<file path="config.mk">
export PLATFORM = sky130hd
export DESIGN_NAME = sobel_edge_pipeline
export DESIGN_NICKNAME = d
export VERILOG_FILES = /design/src/rtl/edge_pkg.sv /design/src/rtl/sobel_kernel.sv /design/src/rtl/sobel_edge_pipeline.sv
export SDC_FILE = /design/constraint.sdc
export NUM_CORES = 1
export LEC_CHECK = 0
export BUFFER_PORTS_ARGS = -buffer_cell sky130_fd_sc_hd__buf_2
export CORE_MARGIN = 4
export CORE_UTILIZATION = 58
export CTS_CLUSTER_DIAMETER = 100
export DETAILED_ROUTE_END_ITERATION = 16
export GPL_ROUTABILITY_DRIVEN = 0
export HOLD_SLACK_MARGIN = 0.06
export PLACE_DENSITY = 0.8
export REMOVE_ABC_BUFFERS = 1
export SLEW_MARGIN = 20
export SYNTH_ARGS = -nofsm -noshare
export SYNTH_HDL_FRONTEND = slang
export SYNTH_SLANG_ARGS = --single-unit
</file>
<file path="constraint.sdc">
create_clock -name mainClk -period 5.3 [get_ports mainClk]
set_clock_uncertainty 0.15 [all_clocks]
set_input_delay 0.53 -clock mainClk [delete_from_list [all_inputs] [get_ports mainClk]]
set_output_delay 0.53 -clock mainClk [all_outputs]
set_load 0.02 [all_outputs]
</file>
<file path="src/rtl/edge_pkg.sv">
// Shared types and image geometry for the Sobel edge pipeline.
package edge_pkg;

    localparam int unsigned IMG_W = 320;
    localparam int unsigned IMG_H = 240;

    typedef logic [3:0] pixel_t;
    typedef pixel_t window_t [3][3];

    typedef struct packed {
        logic       valid;
        logic [9:0] x;
        logic [8:0] y;
        logic       border;
    } pix_tag_t;

endpackage

</file>
<file path="src/rtl/sobel_kernel.sv">
// Combinational 3x3 Sobel operator: signed horizontal and vertical gradients.
module sobel_kernel
    import edge_pkg::*;
(
    input  window_t           win,
    output logic signed [6:0] gx,
    output logic signed [6:0] gy
);

    logic [6:0] gxPos;
    logic [6:0] gxNeg;
    logic [6:0] gyPos;
    logic [6:0] gyNeg;

    always_comb begin
        gxPos = 7'(win[0][2]) + 7'({win[1][2], 1'b0}) + 7'(win[2][2]);
        gxNeg = 7'(win[0][0]) + 7'({win[1][0], 1'b0}) + 7'(win[2][0]);
        gyPos = 7'(win[2][0]) + 7'({win[2][1], 1'b0}) + 7'(win[2][2]);
        gyNeg = 7'(win[0][0]) + 7'({win[0][1], 1'b0}) + 7'(win[0][2]);
        gx    = $signed(gxPos - gxNeg);
        gy    = $signed(gyPos - gyNeg);
    end

endmodule

</file>
<file path="src/rtl/sobel_edge_pipeline.sv">
// Three-stage Sobel pipeline (gradients, magnitude, saturate/threshold) with a
// frame-start shadowed threshold and a per-frame edge-pixel counter.
module sobel_edge_pipeline
    import edge_pkg::*;
#(
    parameter int unsigned IMG_W     = edge_pkg::IMG_W,
    parameter int unsigned IMG_H     = edge_pkg::IMG_H,
    parameter int unsigned MAG_SHIFT = 2
) (
    input  logic        mainClk,
    input  logic        reset,
    input  logic [3:0]  winIn [3][3],
    input  logic        winValid,
    input  logic [9:0]  xIn,
    input  logic [8:0]  yIn,
    input  logic [6:0]  threshold,
    output logic [3:0]  edgeMag,
    output logic        edgeBit,
    output logic [9:0]  edgeX,
    output logic [8:0]  edgeY,
    output logic        edgeValid,
    output logic        frameDone,
    output logic [16:0] edgeCount
);

    localparam logic [16:0] COUNT_MAX = '1;

    logic signed [6:0] kGx;
    logic signed [6:0] kGy;
    logic              firstWin;
    logic              inBorder;
    logic [9:0]        centreX;
    logic [6:0]        shadowThr;

    pix_tag_t          s1Tag;
    logic signed [6:0] s1Gx;
    logic signed [6:0] s1Gy;
    logic [6:0]        s1Thr;

    pix_tag_t          s2Tag;
    logic [6:0]        s2Mag;
    logic [6:0]        s2Thr;

    logic [6:0]        absGx;
    logic [6:0]        absGy;
    logic [6:0]        magShifted;
    logic [3:0]        magSat;
    logic              hit;
    logic              lastWin;
    logic [16:0]       running;
    logic [16:0]       runNext;

    sobel_kernel u_kernel (
        .win (winIn),
        .gx  (kGx),
        .gy  (kGy)
    );

    always_comb begin
        firstWin = winValid && (xIn == '0) && (yIn == '0);
        inBorder = (xIn < 10'd2) || (yIn == '0) || (yIn == 9'(IMG_H - 1));
        centreX  = (xIn == '0) ? '0 : xIn - 10'd1;
    end

    // Stage 1: gradients, tag and the threshold this window will be judged against
    always_ff @(posedge mainClk) begin
        if (reset) begin
            shadowThr <= '0;
            s1Tag     <= '0;
            s1Gx      <= '0;
            s1Gy      <= '0;
            s1Thr     <= '0;
        end else begin
            if (firstWin)
                shadowThr <= threshold;
            if (winValid) begin
                s1Tag <= '{valid: 1'b1, x: centreX, y: yIn, border: inBorder};
                s1Gx  <= kGx;
                s1Gy  <= kGy;
                // Threshold travels with the window so a new frame cannot retarget older ones
                s1Thr <= firstWin ? threshold : shadowThr;
            end else begin
                s1Tag.valid <= 1'b0;
            end
        end
    end

    always_comb begin
        absGx = s1Gx[6] ? 7'(-s1Gx) : 7'(s1Gx);
        absGy = s1Gy[6] ? 7'(-s1Gy) : 7'(s1Gy);
    end

    // Stage 2: L1 gradient magnitude
    always_ff @(posedge mainClk) begin
        if (reset) begin
            s2Tag <= '0;
            s2Mag <= '0;
            s2Thr <= '0;
        end else begin
            if (s1Tag.valid) begin
                s2Tag <= s1Tag;
                s2Mag <= absGx + absGy;
                s2Thr <= s1Thr;
            end else begin
                s2Tag.valid <= 1'b0;
            end
        end
    end

    always_comb begin
        magShifted = s2Mag >> MAG_SHIFT;
        magSat     = (magShifted > 7'd15) ? 4'd15 : magShifted[3:0];
        hit        = !s2Tag.border && (s2Mag >= s2Thr);
        lastWin    = (s2Tag.x == 10'(IMG_W - 2)) && (s2Tag.y == 9'(IMG_H - 1));
        runNext    = (hit && (running != COUNT_MAX)) ? running + 17'd1 : running;
    end

    // Stage 3: registered outputs and frame accounting
    always_ff @(posedge mainClk) begin
        if (reset) begin
            edgeMag   <= '0;
            edgeBit   <= 1'b0;
            edgeX     <= '0;
            edgeY     <= '0;
            edgeValid <= 1'b0;
            frameDone <= 1'b0;
            edgeCount <= '0;
            running   <= '0;
        end else begin
            edgeValid <= s2Tag.valid;
            frameDone <= s2Tag.valid && lastWin;
            if (s2Tag.valid) begin
                edgeMag <= s2Tag.border ? 4'd0 : magSat;
                edgeBit <= hit;
                edgeX   <= s2Tag.x;
                edgeY   <= s2Tag.y;
                if (lastWin) begin
                    edgeCount <= runNext;
                    running   <= '0;
                end else begin
                    running <= runNext;
                end
            end
        end
    end

endmodule
</file>
==> qor.log, run 1 <==
INFO  status         status=finished clean
INFO  die            start_util=0.599
INFO  placement      hpwl_after_detailed_placement=11800um
INFO  worst_setup_path cp.required=5.45ns
INFO  timing         fin_crit_sh=0.724
INFO  timing         timing_worst_slew_pin_value=1.14ns
INFO  timing         postLayoutSetupSlackWorst=1.46ns
INFO  yosys          yosys.area_share.xor_xnor=0.0480
INFO  yosys          postSynth.asyncResetShare=0
INFO  timing         timing.hold.ws=0.231ns
INFO  global_route   met3_usage=0.0443
INFO  final_layout   syn2layout_area_growth=14.8%
INFO  final_layout   most-common-layout-cells=sky130_fd_sc_hd__dfxtp_1 (143), sky130_fd_sc_hd__nor2_1 (137), sky130_fd_sc_hd__buf_2 (102), sky130_fd_sc_hd__mux2i_1 (74), sky130_fd_sc_hd__inv_1 (69)
INFO  power          finalPower=3.51mW
INFO  clock_network  htree_num_levels=4
INFO  die            floorplan.die.height=126um
INFO  clock_network  post_cts.resized_instances=0
INFO  worst_setup_path timing.critical_path.arrival=3.98ns
INFO  route          drc_errors=0
INFO  min_path       worst_hold_path.endpoint=shadowThr[3]$_SDFF_PP0_
INFO  die            core_area=13400um^2
INFO  global_route   grt_max_degree=80
INFO  timing         timing.final.hold_violations=0
INFO  final_layout   layout_commonest_cell=sky130_fd_sc_hd__dfxtp_1
INFO  worst_setup_path worstSetupStartpointType=input port
INFO  route          detailroute.via_count=6311
INFO  final_layout   final_core_util=0.687
INFO  timing         final_max_slew_viol_count=0
INFO  yosys          synth_ff_type=sky130_fd_sc_hd__dfxtp_1
INFO  timing         setup_tns=0ns
INFO  route          routed_wire_length_per_instance=14.2um
INFO  worst_setup_path timing.reg2reg.setup_slack=1.98ns
INFO  die            num_rows=42
INFO  die            chipWidth=126um
INFO  yosys          synth.yosys.warnings=0
INFO  route          detailedRoute.firstIterationViolations=399
INFO  global_route   antenna_found_initial=0
INFO  placement      place.port_buffers=103
INFO  final_layout   num_antenna_cells=0
INFO  die            ios=108
INFO  yosys          yosys.area_share.adder=0.130
INFO  clock_network  cts.root.buffer_cell=sky130_fd_sc_hd__clkbuf_16
INFO  global_route   gr-usage-met2=0.359
INFO  clock_network  worst_skew_pair.late_latency=0.41ns
INFO  placement      post_dp_cell_area=8580um^2
INFO  min_path       min_from=threshold[3]
INFO  min_path       hold_path_class=input port to flop
INFO  global_route   grt-ovfl-total=0
INFO  final_layout   stdcell_count=1156
INFO  run            cap_viol_max_count=0
INFO  final_layout   nets=1103
INFO  yosys          fraction_of_the_mapped_netlist_area_in_compound_gates=0.121
INFO  worst_setup_path rr_worst_depth=9
INFO  route          postRouteAntennaNets=0
INFO  global_route   first_global_vias=5992
INFO  worst_setup_path critical_path_class=input port to flop
INFO  clock_network  cts-buffers-inserted=17
INFO  yosys          synth_cell_type_count=69
INFO  placement      numPlacedInstances=1123
INFO  final_layout   proportion_of_layout_cells_with_a_drive_suffix_above_1=0.177
INFO  global_route   grt_pass1_wl=27500um
INFO  power          leakage=3.84nW
INFO  route          drt-pass1-iter-count=6
INFO  clock_network  clk_pin_slew_worst_paths=0.06ns
INFO  yosys          yosysSeqAreaShare=0.359
INFO  min_path       timing.hold.worst_path_depth=3
INFO  clock_network  holdBufCountCts=0
INFO  route          routed_wirelength=16500um
INFO  worst_setup_path critical_path.reg2reg.endpoint=edgeCount[5]$_SDFFE_PP0P_
INFO  timing         final-setup-viol-count=0
INFO  clock_network  cts_sinks=144
INFO  clock_network  post-cts-setup-buffer-count=0
INFO  power          vdd_ir_drop_max=268uV
INFO  die            die_area=15800um^2
INFO  yosys          main_combinational_cell_family_by_area_after_synthesis=simple AND/OR/NAND/NOR gates
INFO  yosys          ff_latch_count_synth=144
INFO  power          p_per_area=382nW/um^2
INFO  worst_setup_path cp_max_fo=3
INFO  timing         max_clock_freq=261MHz
INFO  yosys          synthesis.instances=882
INFO  final_layout   final_area=9210um^2
INFO  timing         max-slew-margin-rel=0.241
INFO  worst_setup_path regToRegStartpoint=running[6]$_SDFFE_PP0P_
INFO  yosys          syn-cell-area=8020um^2
INFO  yosys          synth_area_in_simple_gates=0.190
INFO  global_route   gr_peak_layer=met2
INFO  worst_setup_path endpoint_kind=flop
INFO  yosys          syn-mean-instance-area=9.09um^2
INFO  route          viasPerCell=5.46
INFO  global_route   grt_usage=0.208
INFO  placement      place_worst_setup_slack=1.02ns
INFO  clock_network  max-clock-path-buffers=2
INFO  timing         rsz_0062_raised_after_global_routing=false
INFO  yosys          synth_edf_count=0
INFO  global_route   grtUsageMet1=0.262
INFO  timing         layout_min_cycle_time=3.84ns
INFO  clock_network  tritoncts=built
INFO  yosys          muxShareOfSynthArea=0.0924
-- logic make-up (layout without fill, tap and decap cells) --
logic type      after synthesis  count (layout)
flops                       144             144
xor+xnor                     44              44
compound gates              142             142
buf+inv                     112             210
simple gates                295             295
fa+ha+maj                    71              71
mux                          74              74
-- worst max path at each step --
stage / startpoint / to / slack, ns / cells after the start
final: winIn[28] / s1Gy[6]$_SDFFE_PP0P_ / 1.46 / 15
after floorplan: winIn[20] / s1Gx[6]$_SDFFE_PP0P_ / 1.38 / 14
after global routing: winIn[28] / s1Gy[6]$_SDFFE_PP0P_ / 1.31 / 15
after global placement: winIn[28] / s1Gy[6]$_SDFFE_PP0P_ / 1.08 / 15
after CTS: winIn[28] / s1Gy[6]$_SDFFE_PP0P_ / 1.47 / 15
after detailed placement: winIn[28] / s1Gy[6]$_SDFFE_PP0P_ / 1.02 / 15
-- metal layers --
metal | wire, um | share of wire
met4 | 159 | 0.0097
met2 | 8160 | 0.50
met3 | 665 | 0.040
met1 | 7480 | 0.45
met5 | 0 | 0
-- registers in the layout, indices dropped and copies added, names as in the netlist, 9 cells and up --
signal / count
s1Tag: 21
edgeY: 9
edgeX: 10
running: 17
edgeCount: 17
s2Tag: 21
-- report_power, final --
| group | internal, mW | switching (mW) |
|---|---|---|
| Combinational | 0.467 | 0.599 |
| Sequential | 1.16 | 0.0800 |
| Clock | 0.775 | 0.435 |
-- worst max-delay path: stages --
cell and delay (ns):
sky130_fd_sc_hd__buf_2 0.10, sky130_fd_sc_hd__ha_1 0.21, sky130_fd_sc_hd__fa_1 0.48, sky130_fd_sc_hd__inv_1 0.06, sky130_fd_sc_hd__fa_1 0.51, sky130_fd_sc_hd__inv_1 0.05, sky130_fd_sc_hd__fa_1 0.50, sky130_fd_sc_hd__inv_1 0.04
sky130_fd_sc_hd__ha_1 0.31, sky130_fd_sc_hd__nor2b_1 0.16, sky130_fd_sc_hd__o31a_1 0.26, sky130_fd_sc_hd__o21ai_0 0.26, sky130_fd_sc_hd__nand2_1 0.08, sky130_fd_sc_hd__and3_1 0.17, sky130_fd_sc_hd__a311o_1 0.26
-- cells in the mapped netlist (19+ instances only) --
library cell / number / area share
sky130_fd_sc_hd__nand2_1: 47 / 0.022
sky130_fd_sc_hd__clkbuf_1: 23 / 0.011
sky130_fd_sc_hd__inv_1: 69 / 0.032
sky130_fd_sc_hd__ha_1: 50 / 0.078
sky130_fd_sc_hd__fa_1: 21 / 0.052
sky130_fd_sc_hd__o21ai_0: 19 / 0.012
sky130_fd_sc_hd__xnor2_1: 34 / 0.037
sky130_fd_sc_hd__a21oi_1: 40 / 0.025
sky130_fd_sc_hd__dfxtp_1: 144 / 0.36
sky130_fd_sc_hd__nor2_1: 137 / 0.064
sky130_fd_sc_hd__a211oi_1: 24 / 0.022
sky130_fd_sc_hd__mux2i_1: 74 / 0.092
-- area by class of cell --
cell class / count / area, um^2
clock inverters: 10 / 134
multi-input cells: 626 / 4670
flip-flops and latches: 144 / 2880
fillers: 1048 / 4200
inverters: 70 / 263
repair buffers: 108 / 563
well taps: 176 / 220
clock buffers: 22 / 474
Note: power is estimated with default switching activity, not from simulation.
==> run 2: changes to the inputs <==
==> constraint.sdc (replaced) <==
create_clock -name mainClk -period 3.6 [get_ports mainClk]
set_clock_uncertainty 0.15 [all_clocks]
set_input_delay 0.36 -clock mainClk [delete_from_list [all_inputs] [get_ports mainClk]]
set_output_delay 0.36 -clock mainClk [all_outputs]
set_load 0.02 [all_outputs]
==> run 2 against run 1 <==
Worst setup slack got worse by 1.4 ns. Final cell count rose by 2.6%. Die area did not move. First-iteration DRC count rose by 6.0%. Non-clock buffer count rose by 30. Sequential power rose by 47%. Combinational power rose by 67%. Largest cell class unchanged.
==> qor.log, run 2 (same netlist as run 1, synthesis figures left out) <==
INFO  status         status=finished clean
INFO  worst_setup_path cp_max_fo=2
INFO  global_route   grt_pass1_wl=30000um
INFO  min_path       timing.hold.worst_path_depth=3
INFO  global_route   grt-ovfl-total=0
INFO  clock_network  max-clock-path-buffers=2
INFO  min_path       min_from=threshold[6]
INFO  global_route   grt_usage=0.227
INFO  worst_setup_path timing.reg2reg.setup_slack=0.76ns
INFO  worst_setup_path timing.critical_path.arrival=3.66ns
INFO  worst_setup_path cpLargestDelayFamily=adder cells
INFO  final_layout   num_antenna_cells=0
INFO  worst_setup_path critical_path_class=input port to flop
INFO  die            start_util=0.599
INFO  worst_setup_path critical-path-slowest-cell=sky130_fd_sc_hd__fa_1
INFO  route          detailedRoute.firstIterationViolations=423
INFO  placement      numPlacedInstances=1152
INFO  clock_network  clk_pin_slew_worst_paths=0.06ns
INFO  clock_network  cts_sinks=144
INFO  worst_setup_path worst-path-buf-inv=4
INFO  run            cap_viol_max_count=0
INFO  placement      hpwl_after_detailed_placement=12400um
INFO  global_route   first_global_vias=6478
INFO  worst_setup_path path_cells=buf_2, ha_2, fa_1, inv_1, fa_1, inv_1, fa_1, inv_1, ha_1, nor2b_1, o31a_1, o21ai_2, nand2_1, and3_1, a311o_1
INFO  route          drt-pass1-iter-count=5
INFO  die            floorplan.die.height=126um
INFO  final_layout   multiInputGateArea=4690um^2
INFO  worst_setup_path regToRegStartpoint=running[6]$_SDFFE_PP0P_
INFO  timing         max-slew-margin-rel=0.375
INFO  final_layout   most-common-layout-cells=sky130_fd_sc_hd__dfxtp_1 (143), sky130_fd_sc_hd__nor2_1 (137), sky130_fd_sc_hd__buf_2 (102), sky130_fd_sc_hd__mux2i_1 (74), sky130_fd_sc_hd__inv_1 (69)
INFO  die            ios=108
INFO  final_layout   stdcell_count=1186
INFO  timing         timing.hold.ws=0.0653ns
INFO  route          detailroute.via_count=6509
INFO  worst_setup_path critical_path.reg2reg.endpoint=edgeCount[5]$_SDFFE_PP0P_
INFO  final_layout   proportion_of_layout_cells_with_a_drive_suffix_above_1=0.206
INFO  worst_setup_path worstSetupStartpointType=input port
INFO  route          drc_errors=0
INFO  worst_setup_path cp.required=3.75ns
INFO  timing         max_clock_freq=285MHz
INFO  worst_setup_path worst_path_largest_cell_delay=0.50ns
INFO  route          viasPerCell=5.49
INFO  timing         fin_crit_sh=0.975
INFO  final_layout   largestRegisters=s1Tag (21), s2Tag (21)
INFO  power          leakage=3.97nW
INFO  min_path       hold_path_class=input port to flop
INFO  timing         final-setup-viol-count=0
INFO  final_layout   final.fill_count=1014
INFO  clock_network  htree_num_levels=4
INFO  final_layout   syn2layout_area_growth=18.0%
INFO  worst_setup_path endpoint_kind=flop
INFO  clock_network  tritoncts=built
INFO  timing         final_max_slew_viol_count=0
INFO  timing         timing.final.hold_violations=0
INFO  die            die_area=15800um^2
INFO  final_layout   seq_cell_area=2890um^2
INFO  timing         layout_min_cycle_time=3.51ns
INFO  min_path       worst_hold_path.endpoint=shadowThr[6]$_SDFF_PP0_
INFO  global_route   grt_max_degree=94
INFO  final_layout   layout_commonest_cell=sky130_fd_sc_hd__dfxtp_1
INFO  power          vdd_ir_drop_max=391uV
INFO  die            num_rows=42
INFO  timing         timing_worst_slew_pin_value=0.934ns
INFO  final_layout   nets=1133
INFO  die            chipWidth=126um
INFO  clock_network  cts-buffers-inserted=17
INFO  worst_setup_path critical_path.startpoint=winIn[20]
INFO  worst_setup_path rr_worst_depth=9
INFO  clock_network  cts.root.buffer_cell=sky130_fd_sc_hd__clkbuf_16
INFO  route          routed_wirelength=17400um
INFO  power          p_per_area=569nW/um^2
INFO  route          postRouteAntennaNets=0
INFO  placement      place.port_buffers=103
INFO  route          routed_wire_length_per_instance=14.7um
INFO  global_route   antenna_found_initial=0
INFO  die            core_area=13400um^2
INFO  clock_network  worst_skew_pair.late_latency=0.41ns
INFO  clock_network  holdBufCountCts=0
run 2: layer usage:
metal,GRT usage,wire length (um),vias to the layer above
met4,0.0631,242,0
met2,0.400,8760,168
met3,0.0439,827,23
li1,-,-,3279
met5,0,0,-
met1,0.282,7600,3039
run 2: where the power goes:
group          total (mW)  leakage [nW]  switching [mW]  internal, mW
Sequential           1.82          1.17           0.116          1.70
Clock                1.78         0.279           0.671          1.11
Combinational        1.79          2.52           0.938         0.849
Total                5.39          3.97            1.73          3.66
run 2: final cells by class:
type | count | share of cell area
Clock buffer | 20 | 0.0472
Clock inverter | 12 | 0.0168
Inverter | 70 | 0.0278
Multi-Input combinational cell | 626 | 0.496
Sequential cell | 144 | 0.305
Tap cell | 176 | 0.0233
Timing Repair Buffer | 138 | 0.0839
run 2: how the worst max path moves through the flow:
stage | endpoint | slack (ns) | cells after the start
detailed placement | s1Gx[6]$_SDFFE_PP0P_ | -0.43 | 15
floorplan | s1Gx[6]$_SDFFE_PP0P_ | -0.15 | 14
global placement | s1Gy[6]$_SDFFE_PP0P_ | -0.35 | 15
global route | s1Gx[6]$_SDFFE_PP0P_ | -0.06 | 16
CTS | s1Gx[6]$_SDFFE_PP0P_ | 0.004 | 15
finish | s1Gx[6]$_SDFFE_PP0P_ | 0.09 | 15
run 2: worst register-to-register path, cell delays in order, from the launching register on:
cell and delay [ns]:
sky130_fd_sc_hd__dfxtp_1 0.47, sky130_fd_sc_hd__and3_2 0.31, sky130_fd_sc_hd__nand3_4 0.14, sky130_fd_sc_hd__or2_4 0.32, sky130_fd_sc_hd__nor3_1 0.18, sky130_fd_sc_hd__ha_1 0.20, sky130_fd_sc_hd__or3_1 0.35, sky130_fd_sc_hd__nor2_2 0.12
sky130_fd_sc_hd__or3b_1 0.39, sky130_fd_sc_hd__o32ai_1 0.12
run 2: per-stage QoR:
stage | worst slack (ns) | util | setup TNS, ns | power, mW | instance area [um^2]
floorplan | -0.150 | - | -0.300 | 3.04 | 7810
global placement | -0.352 | 0.658 | -0.851 | 3.50 | 8810
detailed placement | -0.435 | 0.658 | -1.22 | 3.56 | 8810
CTS | 0.00447 | 0.703 | 0 | 5.35 | 9420
global route | -0.0553 | 0.706 | -0.0560 | 5.75 | 9460
finish | 0.0902 | 0.706 | 0 | 5.39 | 9460
run 2: what timing repair did:
item | CTS | global route
endpoints found under the hold margin | 0 | 0
setup buffers | 0 | 2
gates resized for setup | 0 | 7
setup endpoints to repair | 0 | 2
==> run 3: changes to the inputs <==
--- a/config.mk
+++ b/config.mk
@@ -6,7 +6,7 @@
 export NUM_CORES = 1
 export LEC_CHECK = 0
 export BUFFER_PORTS_ARGS = -buffer_cell sky130_fd_sc_hd__buf_2
-export CORE_MARGIN = 4
+export CORE_MARGIN = 2
 export CORE_UTILIZATION = 58
 export CTS_CLUSTER_DIAMETER = 100
 export DETAILED_ROUTE_END_ITERATION = 16
==> run 3 against run 2 <==
Wire length is 3.1% lower. Highest routed layer unchanged. Register-to-register slack got worse by 0.05 ns. Final cell count unchanged. Critical path depth is the same. Sequential share of layout area about the same. Maximum frequency is 1.5% higher. Count of clock-buffer cells in the layout is 2 lower. Clock power shrank 3%. Flip-flop and latch count unchanged. Critical path type unchanged.
==> qor.log, run 3 (same netlist as run 1, synthesis figures left out) <==
INFO  run            cap_viol_max_count=0
INFO  timing         timing.final.hold_violations=0
INFO  worst_setup_path rr_worst_depth=7
INFO  worst_setup_path timing.critical_path.arrival=3.61ns
INFO  die            die_area=14800um^2
INFO  timing         rsz_0062_raised_after_global_routing=false
INFO  route          detailroute.via_count=6556
INFO  placement      numPlacedInstances=1153
INFO  power          p_per_area=561nW/um^2
INFO  worst_setup_path critical_path.startpoint=winIn[33]
INFO  min_path       min_from=threshold[0]
INFO  power          internal_power=3.57mW
INFO  final_layout   nets=1133
INFO  power          vdd_ir_drop_max=349uV
INFO  die            floorplan.die.height=122um
INFO  clock_network  tritoncts=built
INFO  clock_network  clk_pin_slew_worst_paths=0.06ns
INFO  route          detailedRoute.firstIterationViolations=499
INFO  worst_setup_path critical-path-slowest-cell=sky130_fd_sc_hd__fa_1
INFO  final_layout   largestRegisters=s1Tag (21), s2Tag (21)
INFO  timing         timing_worst_slew_pin_value=1.15ns
INFO  global_route   grt_max_degree=64
INFO  global_route   grt-ovfl-total=0
INFO  timing         max-slew-margin-rel=0.234
INFO  worst_setup_path path_cells=buf_4, ha_4, fa_1, inv_2, fa_1, inv_2, fa_1, inv_2, ha_4, nor2b_4, o31a_1, o21ai_2, nand2_1, and3_1, a311o_1
INFO  worst_setup_path worstSetupStartpointType=input port
INFO  timing         fin_crit_sh=0.960
INFO  clock_network  cts.root.buffer_cell=sky130_fd_sc_hd__clkbuf_16
INFO  worst_setup_path endpoint_kind=flop
INFO  final_layout   final_area=9450um^2
INFO  timing         max_clock_freq=289MHz
INFO  final_layout   layout_commonest_cell=sky130_fd_sc_hd__dfxtp_1
INFO  power          p_sw_frac=0.326
INFO  worst_setup_path regToRegStartpoint=s2Mag[6]$_SDFFE_PP0P_
INFO  min_path       timing.hold.worst_path_depth=3
INFO  route          drt-pass1-iter-count=5
INFO  power          net-switching-power=1.73mW
INFO  clock_network  htree_num_levels=4
INFO  final_layout   proportion_of_layout_cells_with_a_drive_suffix_above_1=0.210
INFO  status         status=finished clean
INFO  timing         timing.hold.ws=0.0566ns
INFO  placement      post_dp_cell_area=8810um^2
INFO  clock_network  cts-buffers-inserted=17
INFO  min_path       hold_path_class=input port to flop
INFO  worst_setup_path worst_path_largest_cell_delay=0.55ns
INFO  die            ios=108
INFO  power          power_share_of_the_combinational_group=0.331
INFO  route          viasPerCell=5.53
INFO  die            core_area=13300um^2
INFO  worst_setup_path cp.required=3.76ns
INFO  timing         final_max_slew_viol_count=0
INFO  power          leakage=3.97nW
INFO  clock_network  max-clock-path-buffers=2
INFO  route          postRouteAntennaNets=0
INFO  die            chipWidth=122um
INFO  global_route   first_global_vias=6318
INFO  timing         layout_min_cycle_time=3.46ns
INFO  worst_setup_path cp_max_fo=2
INFO  worst_setup_path cpLargestDelayFamily=adder cells
INFO  final_layout   final_core_util=0.708
INFO  power          register_share_of_total_power=0.343
INFO  final_layout   most-common-layout-cells=sky130_fd_sc_hd__dfxtp_1 (143), sky130_fd_sc_hd__nor2_1 (137), sky130_fd_sc_hd__buf_2 (101), sky130_fd_sc_hd__mux2i_1 (74), sky130_fd_sc_hd__inv_1 (66)
INFO  route          routed_wirelength=16900um
INFO  power          clockPowerShare=0.326
INFO  global_route   grt_usage=0.238
INFO  global_route   antenna_found_initial=0
INFO  clock_network  post-cts-setup-buffer-count=0
INFO  worst_setup_path cp.depth=15
INFO  placement      hpwl_after_detailed_placement=12300um
INFO  final_layout   stdcell_count=1186
INFO  worst_setup_path worst-path-buf-inv=4
INFO  worst_setup_path critical_path_class=input port to flop
INFO  power          finalPower=5.30mW
INFO  final_layout   syn2layout_area_growth=17.8%
INFO  final_layout   num_antenna_cells=0
INFO  clock_network  cts_sinks=144
INFO  die            start_util=0.601
INFO  clock_network  worst_skew_pair.late_latency=0.42ns
INFO  timing         final-setup-viol-count=0
INFO  route          drc_errors=0
INFO  placement      place.port_buffers=103
INFO  route          routed_wire_length_per_instance=14.2um
INFO  global_route   grt_pass1_wl=28500um
INFO  die            num_rows=42
[run 3: final cells by class]
class / instances / area, um^2
Multi-Input combinational cell: 626 / 4710
Fill cell: 1027 / 3900
Sequential cell: 144 / 2880
Timing Repair Buffer: 138 / 786
Clock buffer: 18 / 429
Inverter: 70 / 263
Tap cell: 176 / 220
Clock inverter: 14 / 156
[run 3: path summary, 6_finish.rpt]
path | endpoint | slack (ns)
setup / recovery | s1Gy[6]$_SDFFE_PP0P_ | 0.14
hold / removal | shadowThr[0]$_SDFF_PP0_ | 0.06
setup reg to reg | edgeCount[1]$_SDFFE_PP0P_ | 0.71
hold reg to reg | s1Tag[10]$_SDFFE_PP0P_ | 0.31
[run 3: stage by stage]
stage / setup TNS (ns) / setup slack (ns)
2_1_floorplan: -0.300 / -0.150
3_3_place_gp: -0.788 / -0.326
3_5_place_dp: -1.18 / -0.444
4_1_cts: 0 / 0.0163
5_1_grt: 0 / 0.0141
6_report: 0 / 0.143
[run 3: worst register-to-register path, delay by kind of cell (launching register included)]
family,cells,cell delay [ns]
compound gates,3,1.20
fa+ha+maj,1,0.28
flops,1,0.44
mux,1,0.20
simple gates,2,0.51
[run 3: power groups by stage]
| stage | sequential (mW) | clock (mW) | combinational (mW) |
|---|---|---|---|
| global placement | 1.85 | 0 | 1.66 |
| global route | 1.83 | 1.83 | 1.99 |
| finish | 1.82 | 1.73 | 1.75 |
| detailed placement | 1.85 | 0 | 1.71 |
| CTS | 1.82 | 1.75 | 1.72 |
| floorplan | 1.83 | 0 | 1.21 |
[run 3: per-layer routing]
metal  up-vias  part of all wire  global-route usage
met5         -                 0                   0
met4         0             0.019              0.0740
met3        29             0.045              0.0473
met2       193              0.50               0.422
met1      3061              0.44               0.292
li1       3273                 -                   -
[run 3: what timing repair did]
item,4_1_cts,5_1_grt
hold buffers,1,0
endpoints found under the setup margin,0,2
gates resized for setup,0,14
hold endpoints to repair,1,0
